**config.mk**
```make
export PLATFORM = sky130hd
export DESIGN_NAME = pc_unit
export DESIGN_NICKNAME = d
export VERILOG_FILES = /design/src/rtl/cpu_pkg.sv /design/src/rtl/pc_next_sel.sv /design/src/rtl/pc_unit.sv
export SDC_FILE = /design/constraint.sdc
export NUM_CORES = 1
export LEC_CHECK = 0
export CAP_MARGIN = 20
export CORE_ASPECT_RATIO = 0.6
export CORE_MARGIN = 10
export CORE_UTILIZATION = 43
export DETAILED_ROUTE_END_ITERATION = 10
export MAX_ROUTING_LAYER = met4
export PLACE_DENSITY = 0.82
export SETUP_SLACK_MARGIN = 0.3
export SYNTH_ARGS = -nofsm -noshare
export SYNTH_HDL_FRONTEND = slang
export SYNTH_SLANG_ARGS = --single-unit
```
**constraint.sdc**
```tcl
create_clock -name clk -period 2.6 [get_ports clk]
set_input_delay 0.52 -clock clk [delete_from_list [all_inputs] [get_ports clk]]
set_output_delay 0.52 -clock clk [all_outputs]
set_load 0.02 [all_outputs]
```
**src/rtl/cpu_pkg.sv**
```systemverilog
// Shared CPU front-end definitions: PC FSM state encoding and default vectors.
package cpu_pkg;

  localparam int STATE_W = 2;

  typedef enum logic [STATE_W-1:0] {
    ST_BOOT = 2'd0,
    ST_RUN  = 2'd1,
    ST_HALT = 2'd2
  } pc_state_t;

  localparam logic [31:0] DEF_RESET_VEC = 32'h0040_0000;
  localparam logic [31:0] DEF_EXC_VEC   = 32'h0040_0004;

endpackage

```
**src/rtl/pc_next_sel.sv**
```systemverilog
// Combinational next-PC / next-state priority mux for pc_unit.
// Misaligned-redirect trapping is enabled by defining PC_ALIGN_CHECK_EN.
module pc_next_sel
  import cpu_pkg::*;
#(
  parameter int          PC_W    = 32,
  parameter logic [31:0] EXC_VEC = DEF_EXC_VEC,
  parameter int          STEP    = 4
) (
  input  pc_state_t        state_i,
  input  logic [PC_W-1:0]  pc_i,
  input  logic             stall_i,
  input  logic             redirect_valid_i,
  input  logic [PC_W-1:0]  redirect_target_i,
  input  logic             exc_valid_i,
  input  logic             halt_i,
  input  logic             resume_i,
  input  logic             fetch_ready_i,
  output logic [PC_W-1:0]  pc_d_o,
  output pc_state_t        state_d_o,
  output logic             misalign_d_o
);

  localparam logic [PC_W-1:0] EXC_PC   = PC_W'(EXC_VEC);
  localparam logic [PC_W-1:0] STEP_INC = PC_W'(STEP);

  logic redir_bad;

`ifdef PC_ALIGN_CHECK_EN
  localparam logic [PC_W-1:0] ALIGN_MASK = PC_W'(STEP - 1);
  assign redir_bad = |(redirect_target_i & ALIGN_MASK);
`else
  assign redir_bad = 1'b0;
`endif

  always_comb begin
    pc_d_o       = pc_i;
    state_d_o    = state_i;
    misalign_d_o = 1'b0;
    case (state_i)
      // Control inputs are deliberately ignored during the single boot cycle.
      ST_BOOT: state_d_o = ST_RUN;
      ST_RUN: begin
        if (exc_valid_i) begin
          pc_d_o = EXC_PC;
        end else if (redirect_valid_i) begin
          if (redir_bad) begin
            pc_d_o       = EXC_PC;
            misalign_d_o = 1'b1;
          end else begin
            pc_d_o = redirect_target_i;
          end
        end else if (halt_i) begin
          state_d_o = ST_HALT;
        end else if (!stall_i && fetch_ready_i) begin
          pc_d_o = pc_i + STEP_INC;
        end
      end
      ST_HALT: begin
        if (exc_valid_i) begin
          pc_d_o    = EXC_PC;
          state_d_o = ST_RUN;
        end else if (resume_i) begin
          state_d_o = ST_RUN;
        end
      end
      default: state_d_o = ST_BOOT;
    endcase
  end

endmodule

```
**src/rtl/pc_unit.sv**
```systemverilog
// Program-counter unit: PC/FSM registers and the instruction fetch request.
// Optional misaligned-redirect trap via PC_ALIGN_CHECK_EN (see pc_next_sel).
module pc_unit
  import cpu_pkg::*;
#(
  parameter int          PC_W      = 32,
  parameter logic [31:0] RESET_VEC = DEF_RESET_VEC,
  parameter logic [31:0] EXC_VEC   = DEF_EXC_VEC,
  parameter int          STEP      = 4
) (
  input  logic                clk,
  input  logic                rst,
  input  logic                stall,
  input  logic                redirect_valid,
  input  logic [PC_W-1:0]     redirect_target,
  input  logic                exc_valid,
  input  logic                halt,
  input  logic                resume,
  input  logic                fetch_ready,
  output logic                fetch_valid,
  output logic [PC_W-1:0]     fetch_pc,
  output logic [PC_W-1:0]     pc,
  output logic [STATE_W-1:0]  state,
  output logic                misalign_err
);

  localparam logic [PC_W-1:0] RESET_PC = PC_W'(RESET_VEC);

  logic [PC_W-1:0] pc_q, pc_d;
  pc_state_t       state_q, state_d;
  logic            misalign_q, misalign_d;

  pc_next_sel #(
    .PC_W    (PC_W),
    .EXC_VEC (EXC_VEC),
    .STEP    (STEP)
  ) u_next_sel (
    .state_i           (state_q),
    .pc_i              (pc_q),
    .stall_i           (stall),
    .redirect_valid_i  (redirect_valid),
    .redirect_target_i (redirect_target),
    .exc_valid_i       (exc_valid),
    .halt_i            (halt),
    .resume_i          (resume),
    .fetch_ready_i     (fetch_ready),
    .pc_d_o            (pc_d),
    .state_d_o         (state_d),
    .misalign_d_o      (misalign_d)
  );

  // Async reset abandons any outstanding fetch request immediately.
  always_ff @(posedge clk or posedge rst) begin
    if (rst) begin
      pc_q       <= RESET_PC;
      state_q    <= ST_BOOT;
      misalign_q <= 1'b0;
    end else begin
      pc_q       <= pc_d;
      state_q    <= state_d;
      misalign_q <= misalign_d;
    end
  end

  assign fetch_valid  = (state_q == ST_RUN);
  assign fetch_pc     = pc_q;
  assign pc           = pc_q;
  assign state        = state_q;
  assign misalign_err = misalign_q;

endmodule

```
==> results.sh, run 1 <==
export IMPL_start_util_pct=44.9
export IMPL_synthAdderAreaFrac_pct=2.47
export IMPL_critPathCaptureType="register"
export IMPL_final_setup_tns_ns=0
export IMPL_cts_sinks=34
export IMPL_finalCritPeriodShare_pct=86.3
export IMPL_ctsHtreeMaxLevel=2
export IMPL_numPortBuffers=106
export IMPL_cts_buffers=5
export IMPL_core_um2=5650
export IMPL_ys_ff_latch=34
export IMPL_synthSimpleGateAreaFrac_pct=26.8
export IMPL_area_growth_pct=42.4
export IMPL_ios=108
export IMPL_drc=0
export IMPL_layout_drive_gt1_share_pct=7.47
export IMPL_maxCapViolCount=0
export IMPL_ys_types=54
export IMPL_critPathArrivalTime_ns=2.41
export IMPL_detailed_place_hpwl_um=6380
export IMPL_setup_viol=0
export IMPL_synth_largest_area_cell="dfrtp_1"
export IMPL_crit_chain="inv_1 -> ha_1 -> or3b_1 -> a211o_1 -> buf_12 -> a41oi_1 -> o21ai_0 -> o311ai_0"
export IMPL_cp_slowest_stage_delay_ns=0.39
export IMPL_track_usage_pct=18.4
export IMPL_crit_fanout=31
export IMPL_tightest_slew_ns=0.853
export IMPL_postRouteAntennaNets=0
export IMPL_rsz0062_at_grt="true"
export IMPL_finalMaxSlewViolations=0
export IMPL_yosys_mux_area_fraction_pct=0.395
export IMPL_final_area_um2=3610
export IMPL_critPathTopFamily="compound AO/OA/AOI/OAI gates"
export IMPL_grt_pass1_wl_um=14100
export IMPL_rows=21
export IMPL_crit_type="register to register"
export IMPL_relSlewSlack_pct=42.6
export IMPL_timing_rr_start="state[1]$_DFFE_PP0P_"
export IMPL_place_congestion=0.891
export IMPL_viasPerCell=5.89
export IMPL_grt_pass1_vias=2592
export IMPL_synth_compound_area_share_pct=23.6
export IMPL_synthTopCellsByCount="33 x buf_4, 33 x dfrtp_1, 33 x o21ai_0"
export IMPL_dpl_cell_area_um2=3470
export IMPL_cp_start_kind="register"
export IMPL_ir_drop_mv=0.533
export IMPL_antenna_found_initial=0
export IMPL_fin_skew_ns=0.00570
export IMPL_syn_area_um2=2530
export IMPL_dpl_cell_count=446
export IMPL_crit_end="fetch_pc[27]$_DFFE_PP0P_"
export IMPL_wire_per_inst_um=19.1
export IMPL_synth_area_top_cells="dfrtp_1 33%, buf_4 9.8%, o21ai_0 6.5%, nor2_1 4.0%, nand2_1 3.3%"
export IMPL_syn_avg_cell_area_um2=8.47
export IMPL_p_per_area_nw_per_um2=997
export IMPL_die_x_um=119
export IMPL_hp_class="register to register"
export IMPL_nets=419
export IMPL_power_total_w=0.00360
export IMPL_synth_edff_count=0
export IMPL_clk_latency_ns=0.29
export IMPL_finalWirelength_um=8710
export IMPL_outcome="complete, no violations"
export IMPL_die_h_um=79.5
export IMPL_syn_inst=299
export IMPL_max_freq_mhz=446
export IMPL_drt_iter0_drc=186
export IMPL_clk_pin_slew_ns=0.07
export IMPL_stdcell_count=455
export IMPL_diodes=0
export IMPL_synth_xor_area_share_pct=0
export IMPL_p_leak_nw=1.44
export IMPL_holdBufCountCts=0
export IMPL_crit_slowest_cell="or3b_1"
export IMPL_yosysWarnings=0
export IMPL_worst_ep_required_time_ns=2.76
export IMPL_r2r_cells=8
export IMPL_root_buffer="clkbuf_8"
export IMPL_die_area_um2=9460
export IMPL_cp_depth=8
export IMPL_synth_async_reset_ratio_pct=100
export IMPL_rr_endpoint="fetch_pc[27]$_DFFE_PP0P_"
export IMPL_seq_area_frac_synth_pct=33.6
export IMPL_tritoncts="built"
export IMPL_cts_buffer_depth=2
export IMPL_syn_nets=344
export IMPL_layout_min_cycle_time_ns=2.24
export IMPL_synth_top_area_share_pct=32.6
export IMPL_report_final_hold_viol_count=0
export IMPL_vias=2678
export IMPL_synth_top_flop_cell="dfrtp_1"
export IMPL_grt_ovfl_total=0
export IMPL_grt_max_degree=44
export IMPL_dr_pass1_iters=4
export IMPL_critPathBufInv=2
export IMPL_synth_top_family_by_area="simple AND/OR/NAND/NOR gates"
export IMPL_fill_cells=474
export IMPL_crit_path_start="state[1]$_DFFE_PP0P_"
export IMPL_ff2ff_setup_slack_ns=0.36
[timing repair]
item / 4_1_cts / 5_1_grt
gates resized for setup: 0 / 6
setup endpoints to repair: 0 / 23
buffers inserted: 0 / 1
[power breakdown]
| group | total, W | switching (W) | internal (W) |
|---|---|---|---|
| sequential | 0.000996 | 0.000297 | 0.000700 |
| clock | 0.000467 | 0.000200 | 0.000268 |
| combinational | 0.00213 | 0.00116 | 0.000975 |
| total | 0.00360 | 0.00165 | 0.00194 |
[worst min-delay path by stage]
stage               cells past startpoint  slack, ns                        to                     start
finish                                  1       0.55      state[0]$_DFFE_PP0P_      state[0]$_DFFE_PP0P_
detailed placement                      1       0.52   fetch_pc[0]$_DFFE_PP0P_   fetch_pc[0]$_DFFE_PP0P_
global placement                        1       0.52   fetch_pc[0]$_DFFE_PP0P_   fetch_pc[0]$_DFFE_PP0P_
floorplan                               2       0.57  fetch_pc[22]$_DFFE_PP1P_  fetch_pc[22]$_DFFE_PP1P_
CTS                                     1       0.56   fetch_pc[0]$_DFFE_PP0P_   fetch_pc[0]$_DFFE_PP0P_
global route                            1       0.57   fetch_pc[0]$_DFFE_PP0P_   fetch_pc[0]$_DFFE_PP0P_
[sequential cells by signal, summed over array words and instances, names as in the netlist]
signal    cells
fetch_pc     32
state         2
[per-layer routing]
| metal | track usage (%) | vias up | part of all wire (%) |
|---|---|---|---|
| met4 | 3.64 | 0 | 0.63 |
| met5 | - | - | 0 |
| met3 | 5.65 | 7 | 9.9 |
| met1 | 25.5 | 1270 | 47 |
| met2 | 25.5 | 155 | 43 |
| li1 | - | 1246 | - |
[layout make-up]
class / instances / area (um^2) / share of cell area (%)
multi-input combinational: 212 / 1370 / 37.8
timing repair buffer: 115 / 1160 / 32.1
sequential: 34 / 853 / 23.6
clock buffer: 8 / 110 / 3.05
tap: 80 / 100 / 2.77
inverter: 6 / 22.5 / 0.624
[placed cells by master, fill, tap and decap left out, types with 5 or more instances in the layout]
cell type / netlist / layout
o2bb2ai_1: 7 / 7
a21oi_1: 13 / 13
nor2_1: 27 / 27
dfrtp_1: 33 / 32
and4_1: 5 / 5
buf_4: 33 / 6
nand4_1: 7 / 7
ha_1: 5 / 5
nand2_1: 22 / 22
a31oi_1: 5 / 5
clkdlybuf4s50_1: 0 / 106
a22oi_1: 8 / 8
o21ai_0: 33 / 33
inv_1: 6 / 6
nor4_1: 5 / 5
clkbuf_8: 0 / 8
nand3_1: 15 / 15
[through the flow]
| step | hold slack (ns) | util (%) | setup WS, ns |
|---|---|---|---|
| after floorplan | 0.572 | - | 0.388 |
| after global placement | 0.515 | 61.5 | 0.110 |
| after detailed placement | 0.524 | 61.5 | 0.0342 |
| after CTS | 0.563 | 63.4 | 0.310 |
| after global routing | 0.574 | 63.9 | 0.226 |
| final | 0.553 | 63.9 | 0.356 |
[logic make-up (layout without fill, tap and decap cells)]
logic type,after synthesis,after routing
AND/OR/NAND/NOR,115,115
AO/OA/AOI/OAI,90,90
buffers and inverters,53,129
flip-flops,34,34
adder cells (fa/ha/maj),5,5
other,1,1
multiplexers,1,1
Power figures use the tool's default switching activity.
==> inputs of run 2 (changes only) <==
--- a/config.mk
+++ b/config.mk
@@ -8,11 +8,12 @@
 export CAP_MARGIN = 20
 export CORE_ASPECT_RATIO = 0.6
 export CORE_MARGIN = 10
-export CORE_UTILIZATION = 43
+export CORE_UTILIZATION = 46
 export DETAILED_ROUTE_END_ITERATION = 10
 export MAX_ROUTING_LAYER = met4
-export PLACE_DENSITY = 0.82
+export PLACE_DENSITY = 0.87
 export SETUP_SLACK_MARGIN = 0.3
+export SKIP_LAST_GASP = 1
 export SYNTH_ARGS = -nofsm -noshare
 export SYNTH_HDL_FRONTEND = slang
 export SYNTH_SLANG_ARGS = --single-unit
==> constraint.sdc (replaced) <==
create_clock -name clk -period 2.8 [get_ports clk]
set_input_delay 0.56 -clock clk [delete_from_list [all_inputs] [get_ports clk]]
set_output_delay 0.56 -clock clk [all_outputs]
set_load 0.02 [all_outputs]
==> results.sh, run 2 (synthesized netlist as in run 1, its figures left out) <==
export IMPL_finalCritPeriodShare_pct=84.9
export IMPL_setup_slack_ns=0.424
export IMPL_crit_fanout=18
export IMPL_track_usage_pct=19.3
export IMPL_setup_viol=0
export IMPL_timing_hold_ws_ns=0.549
export IMPL_viasPerCell=6.16
export IMPL_postRouteAntennaNets=0
export IMPL_final_common_cell="clkdlybuf4s50_1"
export IMPL_final_setup_tns_ns=0
export IMPL_maxCapViolCount=0
export IMPL_start_util_pct=48.7
export IMPL_place_congestion=0.865
export IMPL_ff2ff_setup_slack_ns=0.43
export IMPL_largest_register_ffs=32
export IMPL_p_leak_nw=1.40
export IMPL_hp_class="register to register"
export IMPL_cts_sinks=34
export IMPL_drc=0
export IMPL_outcome="complete, no violations"
export IMPL_wire_per_inst_um=20.0
export IMPL_area_growth_pct=39.0
export IMPL_cp_slowest_stage_delay_ns=0.48
export IMPL_stdcell_count=440
export IMPL_cts_buffers=5
export IMPL_crit_slowest_cell="or2_1"
export IMPL_dr_pass1_iters=4
export IMPL_clk_latency_ns=0.28
export IMPL_finalWirelength_um=8810
export IMPL_ios=108
export IMPL_max_freq_mhz=421
export IMPL_pre_cts_ws_ns=0.138
export IMPL_finalMaxSlewViolations=0
export IMPL_cp_start_kind="input pin"
export IMPL_core_um2=5200
export IMPL_tightest_slew_ns=0.740
export IMPL_grt_pass1_vias=2609
export IMPL_rsz0062_at_grt="false"
export IMPL_ir_drop_mv=0.439
export IMPL_die_area_um2=8970
export IMPL_cts_buffer_depth=2
export IMPL_layout_drive_gt1_share_pct=6.42
export IMPL_fill_cells=424
export IMPL_fin_skew_ns=0.00540
export IMPL_die_x_um=116
export IMPL_numPortBuffers=106
export IMPL_die_h_um=77.5
export IMPL_holdBufCountCts=0
export IMPL_p_per_area_nw_per_um2=913
export IMPL_crit_chain="clkdlybuf4s50_1 -> or3b_1 -> and2_1 -> or2_1 -> o21ai_0 -> o211ai_1"
export IMPL_tritoncts="built"
export IMPL_grt_ovfl_total=0
export IMPL_dpl_cell_count=432
export IMPL_crit_type="input pin to register"
export IMPL_drt_iter0_drc=361
export IMPL_vias=2709
export IMPL_ctsHtreeMaxLevel=2
export IMPL_detailed_place_hpwl_um=6480
export IMPL_dpl_cell_area_um2=3430
export IMPL_report_final_hold_viol_count=0
export IMPL_post_cts_setup_buffers=0
export IMPL_worst_ep_required_time_ns=2.95
export IMPL_relSlewSlack_pct=50.2
export IMPL_critPathArrivalTime_ns=2.53
export IMPL_nets=418
export IMPL_critPathBufInv=1
export IMPL_root_buffer="clkbuf_8"
export IMPL_layout_min_cycle_time_ns=2.38
export IMPL_clk_pin_slew_ns=0.08
export IMPL_antenna_found_initial=0
export IMPL_diodes=0
export IMPL_grt_max_degree=43
export IMPL_final_area_um2=3520
export IMPL_critPathTopFamily="simple AND/OR/NAND/NOR gates"
export IMPL_rows=20
export IMPL_critPathCaptureType="register"
export IMPL_layout_common_cells="106 x clkdlybuf4s50_1, 33 x o21ai_0, 33 x dfrtp_1"
export IMPL_grt_pass1_wl_um=14000
-- run 2: worst paths after layout --
kind | cells past startpoint | start | to
max | 6 | fetch_ready | fetch_pc[21]$_DFFE_PP0P_
min | 2 | fetch_pc[1]$_DFFE_PP0P_ | fetch_pc[1]$_DFFE_PP0P_
max reg2reg | 8 | state[0]$_DFFE_PP0P_ | fetch_pc[21]$_DFFE_PP0P_
min reg2reg | 2 | fetch_pc[1]$_DFFE_PP0P_ | fetch_pc[1]$_DFFE_PP0P_
max in group asynchronous | 3 | rst | fetch_pc[22]$_DFFE_PP1P_
min in group asynchronous | 3 | rst | state[1]$_DFFE_PP0P_
-- run 2: where the power goes --
group	switching (W)	leakage (nW)	internal (W)	total, W
clock	0.000188	0.0482	0.000199	0.000387
sequential	0.000283	0.447	0.000648	0.000931
combinational	0.00106	0.902	0.000836	0.00190
total	0.00153	1.40	0.00168	0.00322
-- run 2: what timing repair did --
action,4_1_cts,5_1_grt
resized for setup,0,1
setup endpoints to repair,0,7
endpoints found under the hold margin,0,0
-- run 2: worst register-to-register path, stage by stage, from the launching register on --
cell and delay [ns]:
dfrtp_1 0.43, inv_1 0.09, ha_1 0.31, or3b_1 0.39, a211o_2 0.43, buf_4 0.22, a31oi_1 0.15, o21ai_0 0.11
o211ai_1 0.15
-- run 2: through the flow --
step           utilization, %  total power [W]
2_1_floorplan               -          0.00207
3_3_place_gp             65.9          0.00276
3_5_place_dp             65.9          0.00282
4_1_cts                  67.6          0.00321
5_1_grt                  67.7          0.00339
6_report                 67.7          0.00322
-- run 2: area by class of cell --
type / count / area, um^2 / area share, %
Inverter: 6 / 22.5 / 0.639
Timing Repair Buffer: 114 / 1120 / 31.8
Multi-Input combinational cell: 212 / 1350 / 38.4
Tap cell: 66 / 82.6 / 2.34
Clock buffer: 7 / 86.3 / 2.45
Clock inverter: 1 / 5.00 / 0.142
Sequential cell: 34 / 852 / 24.2
-- run 2: per-layer routing --
metal | up-vias | track usage, % | share of wire [%]
met5 | - | - | 0
li1 | 1232 | - | -
met3 | 2 | 5.84 | 11
met1 | 1304 | 26.6 | 46
met4 | 0 | 3.23 | 0.19
met2 | 171 | 27.3 | 44
==> inputs of run 3 (changes only) <==
--- a/config.mk
+++ b/config.mk
@@ -8,10 +8,10 @@
 export CAP_MARGIN = 20
 export CORE_ASPECT_RATIO = 0.6
 export CORE_MARGIN = 10
-export CORE_UTILIZATION = 46
+export CORE_UTILIZATION = 43
 export DETAILED_ROUTE_END_ITERATION = 10
 export MAX_ROUTING_LAYER = met4
-export PLACE_DENSITY = 0.87
+export PLACE_DENSITY = 0.82
 export SETUP_SLACK_MARGIN = 0.3
 export SKIP_LAST_GASP = 1
 export SYNTH_ARGS = -nofsm -noshare
==> constraint.sdc (replaced) <==
create_clock -name clk -period 2.35 [get_ports clk]
set_input_delay 0.47 -clock clk [delete_from_list [all_inputs] [get_ports clk]]
set_output_delay 0.47 -clock clk [all_outputs]
set_load 0.02 [all_outputs]
==> results.sh, run 3 (synthesized netlist as in run 1, its figures left out) <==
export IMPL_viasPerCell=6.03
export IMPL_cp_start_kind="register"
export IMPL_tritoncts="built"
export IMPL_ctsHtreeMaxLevel=2
export IMPL_grt_ovfl_total=0
export IMPL_drc=0
export IMPL_clk_pin_slew_ns=0.08
export IMPL_final_common_cell="clkdlybuf4s50_1"
export IMPL_finalMaxSlewViolations=0
export IMPL_critPathCaptureType="register"
export IMPL_timing_hold_ws_ns=0.540
export IMPL_clk_latency_ns=0.30
export IMPL_die_area_um2=9460
export IMPL_core_um2=5650
export IMPL_antenna_found_initial=0
export IMPL_nets=440
export IMPL_finalCritPeriodShare_pct=87.7
export IMPL_start_util_pct=44.9
export IMPL_holdBufCountCts=0
export IMPL_cts_buffer_depth=2
export IMPL_layout_common_cells="104 x clkdlybuf4s50_1, 30 x dfrtp_1, 24 x nor2_1, 24 x buf_4, 22 x nand2_1"
export IMPL_pre_cts_ws_ns=-0.143
export IMPL_setup_slack_ns=0.288
export IMPL_cts_sinks=34
export IMPL_rsz0062_at_grt="true"
export IMPL_cp_slowest_stage_delay_ns=0.41
export IMPL_final_util_pct=69.6
export IMPL_layout_min_cycle_time_ns=2.06
export IMPL_setup_viol=0
export IMPL_crit_fanout=5
export IMPL_place_congestion=0.855
export IMPL_hp_class="register to register"
export IMPL_cts_buffers=5
export IMPL_outcome="complete, no violations"
export IMPL_layout_drive_gt1_share_pct=17.7
export IMPL_grt_max_degree=35
export IMPL_die_h_um=79.5
export IMPL_track_usage_pct=19.5
export IMPL_root_buffer="clkbuf_8"
export IMPL_grt_pass1_vias=2767
export IMPL_wire_per_inst_um=20.1
export IMPL_fin_skew_ns=0.00875
export IMPL_drt_iter0_drc=278
export IMPL_crit_type="register to register"
export IMPL_grt_pass1_wl_um=14800
export IMPL_numPortBuffers=106
export IMPL_final_setup_tns_ns=0
export IMPL_finalWirelength_um=9570
export IMPL_postRouteAntennaNets=0
export IMPL_worst_ep_required_time_ns=2.55
export IMPL_area_growth_pct=55.2
export IMPL_crit_chain="inv_4 -> ha_4 -> or3b_4 -> a211o_4 -> buf_4 -> a41oi_2 -> o21ai_1 -> o311ai_1"
export IMPL_ios=108
export IMPL_report_final_hold_viol_count=0
export IMPL_rows=21
export IMPL_maxCapViolCount=0
export IMPL_largest_register_ffs=32
export IMPL_crit_slowest_cell="dfrtp_2"
export IMPL_critPathArrivalTime_ns=2.26
export IMPL_p_per_area_nw_per_um2=1150
export IMPL_detailed_place_hpwl_um=6840
export IMPL_dr_pass1_iters=5
export IMPL_diodes=0
export IMPL_ir_drop_mv=0.538
export IMPL_p_leak_nw=1.59
export IMPL_max_freq_mhz=485
export IMPL_die_x_um=119
export IMPL_vias=2868
==> run 3: cell count changes in the layout (fill, tap and decap cells not counted), sizes merged <==
cell and change:
clkbuf -1, dlymetal6s2s +1, bufinv +2, dlygate4sd2 +1
buf +20, a211o +1, clkdlybuf4s50 -2
==> run 3: timing repair <==
item,CTS,global route
buffers inserted,3,2
gates resized for setup,13,37
setup endpoints to repair,28,31
cloned,0,2
hold endpoints to repair,0,0
pin swaps,2,13
==> run 3: final timing paths <==
path / start / end / slack [ns] / depth (start not counted)
setup reg to reg: state[1]$_DFFE_PP0P_ / fetch_pc[27]$_DFFE_PP0P_ / 0.29 / 8
hold reg to reg: fetch_pc[0]$_DFFE_PP0P_ / fetch_pc[0]$_DFFE_PP0P_ / 0.54 / 1
hold / removal: fetch_pc[0]$_DFFE_PP0P_ / fetch_pc[0]$_DFFE_PP0P_ / 0.54 / 1
min in group asynchronous: rst / fetch_pc[0]$_DFFE_PP0P_ / 0.56 / 3
setup / recovery: state[1]$_DFFE_PP0P_ / fetch_pc[27]$_DFFE_PP0P_ / 0.29 / 8
max in group asynchronous: rst / state[0]$_DFFE_PP0P_ / 1.43 / 3
==> run 3: per-layer routing <==
layer  global-route usage [%]  wire (um)  vias to the layer above
li1                         -          -                     1288
met1                     26.9       4200                     1377
met2                     27.5       4320                      189
met3                     5.16        948                       14
met4                     4.61        104                        0
met5                        -          0                        -
==> run 3: worst max-delay path, delay by kind of cell (launching register included) <==
kind / cells / cell delay (ns)
AO/OA/AOI/OAI: 4 / 0.67
adder cells (fa/ha/maj): 1 / 0.27
buffers and inverters: 2 / 0.22
flip-flops: 1 / 0.41
AND/OR/NAND/NOR: 1 / 0.41
==> run 3: power breakdown <==
part	switching, W	leakage [nW]	internal, W
logic	0.00142	1.07	0.00131
registers	0.000350	0.443	0.000776
clock network	0.000240	0.0683	0.000425
total	0.00201	1.59	0.00251
==> run 3: cell type report <==
| type | instances | area [um^2] |
|---|---|---|
| inverters | 6 | 25.0 |
| flip-flops and latches | 34 | 856 |
| well taps | 80 | 100 |
| multi-input cells | 213 | 1490 |
| fillers | 450 | 1720 |
| clock inverters | 3 | 68.8 |
| clock buffers | 5 | 68.8 |
| repair buffers | 135 | 1330 |
==> run 3: stage by stage <==
step | power [W] | std cells | instance area, um^2
after floorplan | 0.00251 | 299 | 2550
after global placement | 0.00352 | 461 | 3590
after detailed placement | 0.00359 | 461 | 3590
after CTS | 0.00430 | 472 | 3780
after global routing | 0.00477 | 476 | 3930
final | 0.00452 | 476 | 3930
